==> config.mk <==
export PLATFORM = sky130hd
export DESIGN_NAME = hazard_ctrl
export DESIGN_NICKNAME = d
export VERILOG_FILES = /design/src/rtl/hazard_ctrl.sv
export SDC_FILE = /design/constraint.sdc
export NUM_CORES = 1
export LEC_CHECK = 0
export CORE_ASPECT_RATIO = 1.4
export CORE_MARGIN = 2
export CORE_UTILIZATION = 49
export DETAILED_ROUTE_END_ITERATION = 6
export PLACE_DENSITY = 0.77
export SLEW_MARGIN = 20
export SYNTH_ARGS = -nofsm -noshare
export SYNTH_HDL_FRONTEND = slang
export SYNTH_SLANG_ARGS = --single-unit
==> constraint.sdc <==
create_clock -name clk -period 3.83 [get_ports clk]
set_clock_uncertainty 0.1 [all_clocks]
set_input_delay 0.9575 -clock clk [delete_from_list [all_inputs] [get_ports clk]]
set_output_delay 0.9575 -clock clk [all_outputs]
set_load 0.01 [all_outputs]
==> src/rtl/hazard_ctrl.sv <==
// rtl/hazard_ctrl.sv - five-stage pipeline hazard controller
//
// Sequences the PC and the IF/ID, ID/EX, EX/MEM and MEM/WB pipeline registers.
// It handles memory stalls, EX-resolved redirects, load-use hazards and fetch
// misses. It also keeps saturating stall and flush performance counters.
//
// Ports:
//   clk, rst            core clock, synchronous active-high reset
//   id_rs1/2, _en       source registers of the ID instruction and their use flags
//   ex_rd, ex_mem_read  destination of the EX instruction, and a flag that it is a load
//   ex_redirect         EX resolved a taken branch or jump
//   mem_busy            MEM access not complete this cycle
//   if_valid            fetch data valid this cycle
//   pc_en               PC update enable
//   ifid_en/_flush      IF/ID load enable / load NOP (flush has priority)
//   idex_en/_flush      ID/EX load enable / load NOP
//   exmem_en            EX/MEM load enable
//   memwb_flush         MEM/WB load NOP
//   stall_cnt           cycles with pc_en=0 since reset (saturating)
//   flush_cnt           accepted redirects since reset (saturating)
module hazard_ctrl #(
    parameter int REG_AW           = 5,
    parameter int CNT_W            = 32,
    parameter int REDIRECT_BUBBLES = 1
) (
    input  logic              clk,
    input  logic              rst,
    input  logic [REG_AW-1:0] id_rs1,
    input  logic [REG_AW-1:0] id_rs2,
    input  logic              id_rs1_en,
    input  logic              id_rs2_en,
    input  logic [REG_AW-1:0] ex_rd,
    input  logic              ex_mem_read,
    input  logic              ex_redirect,
    input  logic              mem_busy,
    input  logic              if_valid,
    output logic              pc_en,
    output logic              ifid_en,
    output logic              ifid_flush,
    output logic              idex_en,
    output logic              idex_flush,
    output logic              exmem_en,
    output logic              memwb_flush,
    output logic [CNT_W-1:0]  stall_cnt,
    output logic [CNT_W-1:0]  flush_cnt
);

    typedef enum logic {
        RUN   = 1'b0,
        FLUSH = 1'b1
    } state_e;

    localparam logic [3:0] BUBBLES = 4'(REDIRECT_BUBBLES);

    state_e           state_q, state_d;
    logic [3:0]       bcnt_q, bcnt_d;
    logic [CNT_W-1:0] stall_cnt_q, stall_cnt_d;
    logic [CNT_W-1:0] flush_cnt_q, flush_cnt_d;
    logic             lu;
    logic             redirect_acc;

    // Register 0 is hardwired zero, so a load targeting it never creates a dependency.
    assign lu = ex_mem_read && (ex_rd != '0) &&
                ((id_rs1_en && (id_rs1 == ex_rd)) || (id_rs2_en && (id_rs2 == ex_rd)));

    always_comb begin
        pc_en        = 1'b1;
        ifid_en      = 1'b1;
        ifid_flush   = 1'b0;
        idex_en      = 1'b1;
        idex_flush   = 1'b0;
        exmem_en     = 1'b1;
        memwb_flush  = 1'b0;
        state_d      = state_q;
        bcnt_d       = bcnt_q;
        redirect_acc = 1'b0;

        if (rst) begin
            pc_en       = 1'b0;
            ifid_en     = 1'b0;
            idex_en     = 1'b0;
            exmem_en    = 1'b0;
            ifid_flush  = 1'b1;
            idex_flush  = 1'b1;
            memwb_flush = 1'b1;
        end else if (mem_busy) begin
            // Whole front of the pipe freezes. A pending redirect stays in EX
            // and is taken on the first cycle the memory access completes.
            pc_en       = 1'b0;
            ifid_en     = 1'b0;
            idex_en     = 1'b0;
            exmem_en    = 1'b0;
            memwb_flush = 1'b1;
        end else if (ex_redirect) begin
            ifid_flush   = 1'b1;
            idex_flush   = 1'b1;
            redirect_acc = 1'b1;
            if (REDIRECT_BUBBLES > 0) begin
                state_d = FLUSH;
                bcnt_d  = BUBBLES;
            end else begin
                state_d = RUN;
                bcnt_d  = '0;
            end
        end else if (state_q == FLUSH) begin
            // ID holds a NOP while fetch catches up, so load-use is not checked here.
            ifid_flush = 1'b1;
            bcnt_d     = bcnt_q - 4'd1;
            if (bcnt_q <= 4'd1) begin
                state_d = RUN;
                bcnt_d  = '0;
            end
        end else if (lu) begin
            // One bubble suffices: the load reaches MEM next cycle and forwards.
            pc_en      = 1'b0;
            ifid_en    = 1'b0;
            idex_flush = 1'b1;
        end else if (!if_valid) begin
            pc_en      = 1'b0;
            ifid_flush = 1'b1;
        end
    end

    always_comb begin
        stall_cnt_d = stall_cnt_q;
        flush_cnt_d = flush_cnt_q;
        if (!pc_en && !(&stall_cnt_q)) begin
            stall_cnt_d = stall_cnt_q + CNT_W'(1);
        end
        if (redirect_acc && !(&flush_cnt_q)) begin
            flush_cnt_d = flush_cnt_q + CNT_W'(1);
        end
    end

    always_ff @(posedge clk) begin
        if (rst) begin
            state_q     <= RUN;
            bcnt_q      <= '0;
            stall_cnt_q <= '0;
            flush_cnt_q <= '0;
        end else begin
            state_q     <= state_d;
            bcnt_q      <= bcnt_d;
            stall_cnt_q <= stall_cnt_d;
            flush_cnt_q <= flush_cnt_d;
        end
    end

    assign stall_cnt = stall_cnt_q;
    assign flush_cnt = flush_cnt_q;

endmodule

# ---- After elaboration in Yosys (flattened, before gate mapping)
# Index checks and enable logic that the tools add are counted.
dict set report totals {
  out_inout_bits 71
  reg_bits 69
  inputBits 23
}
dict set report op_classes {
  eq_ne 2
  muxes 35
  reduce_logical 15
  magnitude_cmp 1
  bitwise 1
  n_addsub 3
}
# operator n
set op_table {}
lappend op_table {{32-bit by 1-bit adder with 32-bit output, second input constant} 2}
lappend op_table {{32-bit AND reduction} 2}
lappend op_table {{1-bit 2-to-1 mux} 32}
lappend op_table {{4-bit 2-to-1 mux} 3}
lappend op_table {{5-bit equality test} 2}
lappend op_table {{1-bit logical AND} 6}
lappend op_table {{5-bit nonzero test} 1}
lappend op_table {{4-bit by 1-bit <= comparator with 1-bit output, second input constant} 1}
lappend op_table {{4-bit by 1-bit subtractor with 4-bit output, second input constant} 1}
lappend op_table {{1-bit logical NOT} 3}
lappend op_table {{2-bit AND reduction} 1}
lappend op_table {{2-bit nonzero test} 1}
lappend op_table {{1-bit logical OR} 1}
lappend op_table {{1-bit NOT} 1}

# ---- Logic depth before layout (Yosys ltp)
dict set report depth {
  depth_word 11
  mapped_depth 8
  depth_no_buf 7
}

# ---- Least setup slack after synthesis
# OpenSTA, ideal clock, no wires.
dict set report synth_timing {
  path_kind {input-to-output}
  start {input port ex_rd[1]}
  end {output port pc_en}
  path_stages 6
  arrival_ns 2.462
  required_time_ns 2.773
  setup_slack_ns 0.310
  n_path_buf 2
  cell_sequence {or4_1 -> o21ai_0 -> nor3_1 -> a21oi_2 -> clkbuf_1 -> buf_2}
}
dict set report synth_via {
  elab_chain_cells 9
  elab_cells_between_ends 13
  classes_between {eq/ne: 2; mux: 5; reduce/logical: 6}
}
# element line_no
set synth_rtl {}
lappend synth_rtl {{from (decl)} 32} ;# input logic [REG_AW-1:0] ex_rd,
lappend synth_rtl {{5-bit equality test} 64} ;# ((id_rs1_en && (id_rs1 == ex_rd)) || (id_rs2_en && (id_rs2 == ex_rd)));
lappend synth_rtl {{1-bit logical AND} 64}
lappend synth_rtl {{1-bit logical OR} 64}
lappend synth_rtl {{1-bit logical AND *} 63} ;# assign lu = ex_mem_read && (ex_rd != '0) &&
lappend synth_rtl {{1-bit 2-to-1 mux *} 113} ;# end else if (lu) begin
lappend synth_rtl {{1-bit 2-to-1 mux *} 105} ;# end else if (state_q == FLUSH) begin
lappend synth_rtl {{1-bit 2-to-1 mux *} 94} ;# end else if (ex_redirect) begin
lappend synth_rtl {{1-bit 2-to-1 mux *} 86} ;# end else if (mem_busy) begin
lappend synth_rtl {{1-bit 2-to-1 mux *} 78} ;# if (rst) begin
lappend synth_rtl {{to (decl)} 37} ;# output logic pc_en,
# Every way passes the cells marked *; elsewhere a longest branch is shown, timed or not.

# ---- Final worst setup path
# Same ends and word-level chain as after synthesis.

==> impl_results.md <==
* Outcome: completed
* Total power at 1.590 mW
* Syn-to-layout area delta at 34.79%
* Total CTS buffers at 9
* R2r setup slk at about 1.1 ns
* Pin count of the biggest net entering global routing at 64
* Syn_area_per_cell at 8.137 um2
* Wirelength per Cell at 15.68 um
* Clock Root Buffer: clkbuf_8
* CTS tree: yes
* # DRC at 0
* GRT Overall Usage at 25.09%
* Worst setup path startpoint: ex_rd[1]
* Vias at 3882
* PortBufs at 93
* Endpoint type of the worst setup path: output port
* Routability cong. at approximately 0.93
* Endpoints failing setup at 0
* Distinct cells, synth at 44
* First-pass DRT Iterations at 4
* CTS Hold Bufs at 0
* Placed insts at 634
* Synthesized area at 3719 um2
* Post-Syn Nets at around 480
* Wire length of the first global-routing pass at 17.08 mm
* Dpl ws at -0.3579 ns
* Initial Utilization at 50.52%
* CP Max Fanout at 2
* Area share of the largest cell type after synthesis at a little under two fifths
* YS warnings at 0
* Post-Layout Cell Count at 650
* Initial antenna violation count at 0
* Power Density at about 320 nW/um2
* Top cells by count, synth: dfxtp_1 (69), nor2_1 (43), a21oi_1 (38)
* Clk slew on worst S/H paths at 0.08 ns
* Final Hold Vio Count at 0
* Die X at 77.63 um
* Worst vdd ir at between 0.2 and 0.3 mV
* Clock tree sinks at 69
* # fillers at just over 600
* Seq cells post-synth at between 60 and 70
* Clock buffer depth at 2
* Number of flops mapped to enable cells by yosys at 0
* Worst Setup EP: pc_en
* Dpl hpwl at 7.101 mm
* Post-Route WL at 10.19 mm
* Synth Flop Type: dfxtp_1
* Sequential share of the synthesized area at 37.15%
* Worst-Margin Slew at 0.7743 ns
* Core Region at 7361 um2
* Most frequent cell after synthesis: dfxtp_1
* Post-CTS Setup Inserts at 0
* Final min period at 3.734 ns
* Slew Viols, Final at 0
* DR iter-0 viols at ~340
* Hold Path Class: flop to flop
* Max cap viols at 0
* Vias in the first global route at 3643
* Register area at 1381 um2
* Cell count after synthesis at about 460
* Synth top area cells: dfxtp_1 (37%), xnor2_1 (6.6%), a21oi_1 (5.1%), nand4_1 (5.0%), or4_1 (4.6%)
* CP Launch Type: input port
* Post-route worst setup slack at 0.09636 ns
* Die ar. at 8312 um2
* FF-to-FF Start: stall_cnt[0]
* Clock latency on the worst-skew pair at 0.35 ns
* Ant diodes at 0
* Period utilization at 97.48%
* Slew HR at roughly 48%
* Final nets at about 580
* Area taken by multi-input logic gates at 2226 um2
* Setup_tns at 0 ns
* Ys async rst share at 0%
* I/O Pins at 94
* F_max at 0.2678 GHz
* Congestion Overflow GR at 0
* Post-synth top area cell: dfxtp_1
* H-tree Lvls at 3
* Drt via density at 5.972
* Detail Route Antenna Nets at 0
* Worst EP arrival at 2.68 ns
* P_leak at 1.591 nW
* Layout cells sized above 1 at 8.318%
* Critical path class: input port to output port
* Hold Worst Slack at 0.4030 ns
* Row cnt at 37
* Req. time, crit path at 2.77 ns
* Reg2reg end: stall_cnt[26]
* Path depth of the worst reg2reg path at 7
* Height of the die at ~110 um
## routing by layer
layer,wire length [um],vias to the layer above,global-route usage [%]
met5,0,-,0
met4,187,0,9.949
met3,471,20,4.714
met2,5393,117,45.14
met1,4138,1842,28.95
li1,-,1903,-
## worst min path at each step
| stage | cells after the start | slack [ns] | start | to |
|---|---|---|---|---|
| after floorplan | 2 | 0.38 | bcnt_q[1] | bcnt_q[1] |
| after global placement | 1 | 0.38 | flush_cnt[31] | flush_cnt[31] |
| after detailed placement | 1 | 0.40 | flush_cnt[31] | flush_cnt[31] |
| after CTS | 1 | 0.41 | flush_cnt[31] | flush_cnt[31] |
| after global routing | 2 | 0.45 | stall_cnt[9] | stall_cnt[9] |
| final | 1 | 0.40 | flush_cnt[31] | flush_cnt[31] |
## cell type report
class / instances / share of cell area, %
clock inverter: 6 / 2.197
inverter: 6 / 0.4493
timing repair buffer: 106 / 20.22
tap: 97 / 2.421
multi-input combinational: 356 / 44.41
clock buffer: 10 / 2.746
sequential: 69 / 27.56
## cell families (layout without fill, tap and decap cells)
kind of cell	Yosys count	in the layout	share of synthesized area, %
simple gates	218	218	33.21
compound gates	95	95	15.34
flops	69	69	37.15
xor+xnor	35	35	8.244
buf+inv	32	128	3.533
fa+ha+maj	4	4	1.346
mux	4	4	1.178
## power by group
| part | internal [mW] | switching (mW) | total (mW) |
|---|---|---|---|
| Clock | 0.449 | 0.290 | 0.739 |
| Sequential | 0.722 | 0.00704 | 0.729 |
| Combinational | 0.0593 | 0.0622 | 0.122 |
## cells in the final DEF, fill, tap and decap left out, types with 2 or more instances in the layout
| cell type | netlist | routed |
|---|---|---|
| clkdlybuf4s50_1 | 0 | 88 |
| dfxtp_1 | 69 | 69 |
| nor2_1 | 43 | 43 |
| a21oi_1 | 38 | 38 |
| nand4_1 | 30 | 30 |
| xnor2_1 | 28 | 28 |
| or4_1 | 23 | 23 |
| nand3_1 | 23 | 23 |
| nand2_1 | 22 | 22 |
| o21ai_0 | 23 | 21 |
| o31ai_1 | 20 | 20 |
| nor3_1 | 18 | 18 |
| or3_1 | 15 | 15 |
| buf_4 | 1 | 13 |
| and4_1 | 10 | 10 |
| and3_1 | 10 | 10 |
| clkbuf_8 | 0 | 10 |
| xor2_1 | 7 | 7 |
| inv_1 | 6 | 6 |
| o21a_1 | 4 | 4 |
| nor2b_1 | 5 | 4 |
| nor4_1 | 5 | 4 |
| ha_1 | 4 | 4 |
| and2_1 | 3 | 3 |
| mux2_2 | 3 | 3 |
| nand2b_1 | 3 | 3 |
| bufinv_16 | 0 | 3 |
| or4_4 | 2 | 2 |
| a211oi_1 | 2 | 2 |
| clkinvlp_4 | 0 | 2 |
| clkbuf_2 | 0 | 2 |
| clkdlybuf4s15_1 | 0 | 2 |
## repair_timing
item                                   CTS  global route
gates resized for setup                  6            10
endpoints found under the hold margin    0             0
setup endpoints to repair                4             4
## critical path, cell delays in order
cell and delay, ns:
clkdlybuf4s50_1 0.44, or4_1 0.55, o21ai_2 0.17, nor3_1 0.11
a21oi_4 0.19, clkdlybuf4s15_1 0.26
## state kept, by name, summed over array words and instances, names as in the netlist
signal,cells
stall_cnt,32
bcnt_q,4
flush_cnt,32
state_q,1
## metrics by stage
stage	utilization, %	cell area [um2]
final	68.09	5012
after global routing	68.09	5012
after CTS	68.09	5012
after detailed placement	64.78	4768
after global placement	64.78	4768
after floorplan	-	3719
Power figures use the tool's default switching activity.
